<file path="config.mk">
export PLATFORM = sky130hd
export DESIGN_NAME = led_frame_serializer
export DESIGN_NICKNAME = d
export VERILOG_FILES = /design/src/rtl/led_pkg.sv /design/src/rtl/ledser_piso.sv /design/src/rtl/led_frame_serializer.sv
export SDC_FILE = /design/constraint.sdc
export NUM_CORES = 1
export LEC_CHECK = 0
export BUFFER_PORTS_ARGS = -buffer_cell sky130_fd_sc_hd__buf_2
export CORE_MARGIN = 4
export CORE_UTILIZATION = 45
export CTS_CLUSTER_DIAMETER = 100
export DETAILED_ROUTE_END_ITERATION = 8
export GPL_TIMING_DRIVEN = 0
export PLACE_DENSITY_LB_ADDON = 0.05
export SLEW_MARGIN = 25
export SYNTH_ARGS = -nofsm -noshare
export SYNTH_HDL_FRONTEND = slang
export SYNTH_SLANG_ARGS = --single-unit
</file>
<file path="constraint.sdc">
create_clock -name clk -period 3.3 [get_ports clk]
set_input_delay 0.66 -clock clk [delete_from_list [all_inputs] [get_ports clk]]
set_output_delay 0.66 -clock clk [all_outputs]
set_load 0.02 [all_outputs]
</file>
<file path="src/rtl/led_pkg.sv">
// led_pkg: shared constants and FSM state type for led_frame_serializer
// and its shift-register sub-module.
package led_pkg;

   localparam int LED_WORD_W      = 16;   // bits per grey-level word
   localparam int LED_FRAME_WORDS = 512;  // words per frame (one display bank)
   localparam int LED_CNT_W       = 9;    // width of the per-frame word counter

   typedef enum logic [1:0] {
      ST_IDLE  = 2'd0,
      ST_SHIFT = 2'd1,
      ST_GAP   = 2'd2
   } ledser_state_t;

endpackage

</file>
<file path="src/rtl/ledser_piso.sv">
// ledser_piso: parallel-load, right-shift register. Bit 0 is presented on
// q0; each shift moves the word one place towards bit 0 and fills the top
// with zero. Load has priority over shift.
module ledser_piso
   import led_pkg::*;
#(
   parameter int WIDTH = LED_WORD_W
)
(
   input  logic             clk,
   input  logic             rst,
   input  logic             load,
   input  logic             shift,
   input  logic [WIDTH-1:0] d,
   output logic             q0
);

   logic [WIDTH-1:0] shreg_reg;
   logic [WIDTH-1:0] shreg_next;

   genvar gi;
   generate
      for (gi = 0; gi < WIDTH; gi = gi + 1) begin : g_bit
         if (gi == WIDTH - 1) begin : g_top
            assign shreg_next[gi] = load ? d[gi] : (shift ? 1'b0 : shreg_reg[gi]);
         end else begin : g_mid
            assign shreg_next[gi] = load ? d[gi] : (shift ? shreg_reg[gi+1] : shreg_reg[gi]);
         end
      end
   endgenerate

   // Shift stage; reset discards any partially sent word.
   always_ff @(posedge clk or posedge rst) begin
      if (rst) begin
         shreg_reg <= '0;
      end else begin
         shreg_reg <= shreg_next;
      end
   end

   assign q0 = shreg_reg[0];

endmodule

</file>
<file path="src/rtl/led_frame_serializer.sv">
// led_frame_serializer: accepts words over valid/ready and sends each one
// LSB-first on dai with den high for WORD_W cycles, then GAP den-low cycles.
// Counts completed words per frame and pulses frame_done on the wrap.
// Optional build macro LEDSER_LAST_CHECK_EN enables the s_last alignment
// check driving the sticky sync_err flag; without it sync_err is tied low.
module led_frame_serializer
   import led_pkg::*;
#(
   parameter int WORD_W      = LED_WORD_W,
   parameter int FRAME_WORDS = LED_FRAME_WORDS,
   parameter int GAP         = 2
)
(
   input  logic                 clk,
   input  logic                 rst,
   input  logic                 s_valid,
   output logic                 s_ready,
   input  logic [WORD_W-1:0]    s_data,
   input  logic                 s_last,
   output logic                 den,
   output logic                 dai,
   output logic [LED_CNT_W-1:0] word_cnt,
   output logic                 frame_done,
   output logic                 sync_err
);

   localparam int BIT_W = $clog2(WORD_W);
   localparam int GAP_W = $clog2(GAP);   // GAP is at least 2, so GAP_W >= 1
   localparam logic [BIT_W-1:0]     BIT_LAST  = BIT_W'(WORD_W - 1);
   localparam logic [GAP_W-1:0]     GAP_LAST  = GAP_W'(GAP - 1);
   localparam logic [LED_CNT_W-1:0] WORD_LAST = LED_CNT_W'(FRAME_WORDS - 1);

   ledser_state_t    state_reg;
   ledser_state_t    state_next;
   logic [BIT_W-1:0] bit_cnt_reg;
   logic [GAP_W-1:0] gap_cnt_reg;
   logic             shifting;
   logic             accept;
   logic             last_bit;
   logic             gap_end;
   logic             q0;

   assign gap_end  = (gap_cnt_reg == GAP_LAST);
   assign accept   = s_valid & s_ready;
   assign last_bit = shifting & (bit_cnt_reg == BIT_LAST);

   // State register.
   always_ff @(posedge clk or posedge rst) begin
      if (rst) begin
         state_reg <= ST_IDLE;
      end else begin
         state_reg <= state_next;
      end
   end

   // Next-state: a word accepted in the last gap cycle starts straight away.
   always_comb begin
      state_next = state_reg;
      case (state_reg)
         ST_IDLE:  if (accept) state_next = ST_SHIFT;
         ST_SHIFT: if (last_bit) state_next = ST_GAP;
         ST_GAP: begin
            if (accept) begin
               state_next = ST_SHIFT;
            end else if (gap_end) begin
               state_next = ST_IDLE;
            end
         end
         default:  state_next = ST_IDLE;
      endcase
   end

   // Output decode: s_ready depends only on state and gap count, never s_valid.
   always_comb begin
      s_ready  = 1'b0;
      shifting = 1'b0;
      case (state_reg)
         ST_IDLE:  s_ready  = 1'b1;
         ST_SHIFT: shifting = 1'b1;
         ST_GAP:   s_ready  = gap_end;
         default:  s_ready  = 1'b0;
      endcase
   end

   // Bit position within the burst and position within the gap.
   always_ff @(posedge clk or posedge rst) begin
      if (rst) begin
         bit_cnt_reg <= '0;
         gap_cnt_reg <= '0;
      end else begin
         if (accept) begin
            bit_cnt_reg <= '0;
         end else if (shifting) begin
            bit_cnt_reg <= bit_cnt_reg + BIT_W'(1);
         end
         if (last_bit) begin
            gap_cnt_reg <= '0;
         end else if (state_reg == ST_GAP && !gap_end) begin
            gap_cnt_reg <= gap_cnt_reg + GAP_W'(1);
         end
      end
   end

   ledser_piso #(
      .WIDTH (WORD_W)
   ) u_piso (
      .clk   (clk),
      .rst   (rst),
      .load  (accept),
      .shift (shifting),
      .d     (s_data),
      .q0    (q0)
   );

   // Registered serial outputs; dai is forced low outside a burst.
   always_ff @(posedge clk or posedge rst) begin
      if (rst) begin
         den <= 1'b0;
         dai <= 1'b0;
      end else begin
         den <= shifting;
         dai <= shifting & q0;
      end
   end

   // Word counter: advances with the last data bit, wrapping at the bank size.
   always_ff @(posedge clk or posedge rst) begin
      if (rst) begin
         word_cnt   <= '0;
         frame_done <= 1'b0;
      end else begin
         frame_done <= 1'b0;
         if (last_bit) begin
            if (word_cnt == WORD_LAST) begin
               word_cnt   <= '0;
               frame_done <= 1'b1;
            end else begin
               word_cnt <= word_cnt + LED_CNT_W'(1);
            end
         end
      end
   end

`ifdef LEDSER_LAST_CHECK_EN
   // Sticky alignment error: s_last must mark exactly the final word slot.
   always_ff @(posedge clk or posedge rst) begin
      if (rst) begin
         sync_err <= 1'b0;
      end else if (accept && (s_last != (word_cnt == WORD_LAST))) begin
         sync_err <= 1'b1;
      end
   end
`else
   logic unused_last;
   assign unused_last = s_last;
   assign sync_err    = 1'b0;
`endif

endmodule

</file>
==> impl_results.md <==
* Status: completed
* Top-area cell type share of the netlist area at 54.90%
* GRT Total Usage at around 16%
* Congestion Overflow GR at 0
* DRT antenna net count at 0
* Critical path's largest stage delay at between 400 and 500 ps
* Main synth FF type: dfrtp_1
* Max_slew headroom at 52.02%
* Root buffer cell: clkbuf_4
* DRC Markers at 0
* Highest clock rate at between 0.4 and 0.5 GHz
* Syn Inst Count at ~170
* VDD IR max at about 0.31 mV
* H-Tree Depth at 2
* Drt total wl at 3.191 mm
* Share of flip-flops with an asynchronous set or reset at between 90% and 100%
* Die Area at ~4600 µm²
* Post-Syn Area at 1595 µm²
* RSZ-0062 raised after global routing: false
* CP max-delay cell: dfrtp_1
* Startpoint type of the worst setup path: flop
* Crit Path Class: reg2reg
* Sequential element share of the synthesized area at between 50% and 60%
* Synth warn at 0
* Fin. Hold Viols at 0
* Clock Skew at ~10 ps
* Req. time, crit path at ~3600 ps
* DP Wirelength at between 2 and 2.5 mm
* Hold Crit Class: in2async
* Wire length per cell at about 13 µm
* Number of flip-flops in the largest register at 16
* Top post-synthesis cells by area: dfrtp_1 55%, nand2_1 9.6%, a22oi_1 6.6%
* Largest net degree at the start of global routing at 36
* Post-synth EDFFs at 0
* Post-CTS setup buffer count at 0
* Area delta synth->final at 17.65%
* Vias per cell at approximately 5.1
* Most frequent cell after synthesis: nand2_1
* Post-synth top cells: 41 x nand2_1, 35 x dfrtp_1, 14 x a22oi_1
* Longest Clk Path Bufs at 2
* Power per cell area at a little under 800 nW/µm²
* Mapped Avg Cell Area at approximately 9.7 µm²
* Largest area contributor in the netlist: dfrtp_1
* Sequential Area at roughly 880 µm²
* Crit path buf inv count at 1
* Unique masters post-synth at 34
* Slew @ Worst Pin at around 700 ps
* ANT cells at 0
* Period Utilization, post-route at between 70 and 80%
* Core footprint at 3390 µm²
* Max Slew Vio Count at 0
* Crit path max-delay family: simple AND/OR/NAND/NOR gates
* CTS Buf Count at 5
* Leakage at about 0.94 nW
* Filler cells at 311
* Sink Count at 35
* Footprint of the multi-input gates at ~660 µm²
* TritonCTS clock tree: built
* DR iter-0 viols at 106
* Final nets at 226
* Via count at around 1,300
* Critical path, cell by cell: ha_1 > and3_1 > nand3_1 > nor2_1 > ha_1 > or3_1 > buf_2 > o31ai_1
* Mapped Nets at 188
* DIE HEIGHT at between 60 and 70 µm
* Clk_lat worst skew at 340 ps
* Min Tclk post-route at approximately 2300 ps
* Initial core utilization at 47.07%
* Layout cell share with drive strength beyond 1 at roughly 26%
* TNS Setup at 0 ps
* Cell mode on critical path: ha_1
* Max-cap violations at 0
* Final setup fails at 0
* Pre-CTS setup slack at slightly above 1000 ps
* Die W at between 60 and 70 µm
* Gpl congestion at ~0.78
* Initial antenna violation count at 0
* Top-Level Pins at 34
* # rows at 21
* Critical path endpoint category: flop
* Gates resized, CTS repair at 0
* TritonRoute pass-1 iters at 4
* Final Worst Setup Slack at 962.0 ps
* First-pass GRT wire length at about 5.5 mm
* Number of global-route vias before repair at approximately 1,200
* Clock transition at path regs at between 100 and 150 ps
* Worst EP arrival at roughly 2600 ps
* CTS Hold Buffers Added at 0
* Synth Register Bits at 35
* Critical-path maximum fanout at 8
* I/O Buffers at 31
-- stage by stage --
step	std cells	hold WS (ps)	util [%]	cell area, µm²	power (mW)
6_report	250	428.9	55.37	1877	1.469
5_1_grt	250	475.5	55.37	1877	1.602
4_1_cts	250	449.1	55.37	1877	1.483
3_5_place_dp	242	462.3	53.34	1808	1.215
3_3_place_gp	242	455.0	53.34	1808	1.192
2_1_floorplan	165	437.7	-	1595	1.066
-- area by class of cell --
class                   instances  area share (%)
plain buffers                   8           2.200
clock buffers                   8           3.667
inverters                       4          0.8000
multi-input cells             118           35.33
flip-flops and latches         35           46.67
well taps                      46           3.067
repair buffers                 31           8.267
-- final timing paths --
check	start	end	slack (ps)	cells past startpoint
min in group clk	u_piso.shreg_reg[11]	u_piso.shreg_reg[11]	480	2
max in group asynchronous	rst	word_cnt[8]	2410	2
setup reg to reg	word_cnt[0]	word_cnt[7]	960	8
setup / recovery	word_cnt[0]	word_cnt[7]	960	8
hold / removal	rst	u_piso.shreg_reg[6]	430	2
hold reg to reg	u_piso.shreg_reg[11]	u_piso.shreg_reg[11]	480	2
-- layer usage --
layer  track usage (%)  part of all wire (%)  up-vias
met4             8.354                   1.1        0
met1             21.54                    49      599
li1                  -                     -      643
met2             24.54                    45       33
met5                 0                     0        -
met3             3.993                   5.6        6
-- cell families (layout without fill, tap and decap cells) --
kind of cell | count (synthesis) | after routing | share of synthesized area, %
AOI/OAI and AO/OA | 41 | 41 | 15.92
DFF | 35 | 35 | 54.90
xor gates and xnor gates | 3 | 3 | 1.647
buffers and inverters | 12 | 51 | 3.529
muxes | 2 | 2 | 1.333
adders and majority gates | 3 | 3 | 2.353
and+or+nand+nor | 68 | 68 | 20.08
other | 1 | 1 | 0.2351
-- cells in the final DEF (no fill, tap or decap), drive strengths merged, types with 3 or more instances in the layout --
master  count
a21oi       8
a22oi      14
buf        38
clkbuf      9
dfrtp      35
ha          3
inv         4
nand2      41
nand2b      3
nand3       4
nor2        7
o21ai      14
o31ai       3
-- power breakdown --
part           switching, mW  leakage, nW  internal (mW)  total (mW)
sequential             0.111        0.445          0.575       0.686
combinational          0.309        0.460          0.209       0.518
clock                  0.139       0.0386          0.125       0.264
Power figures use the tool's default switching activity.
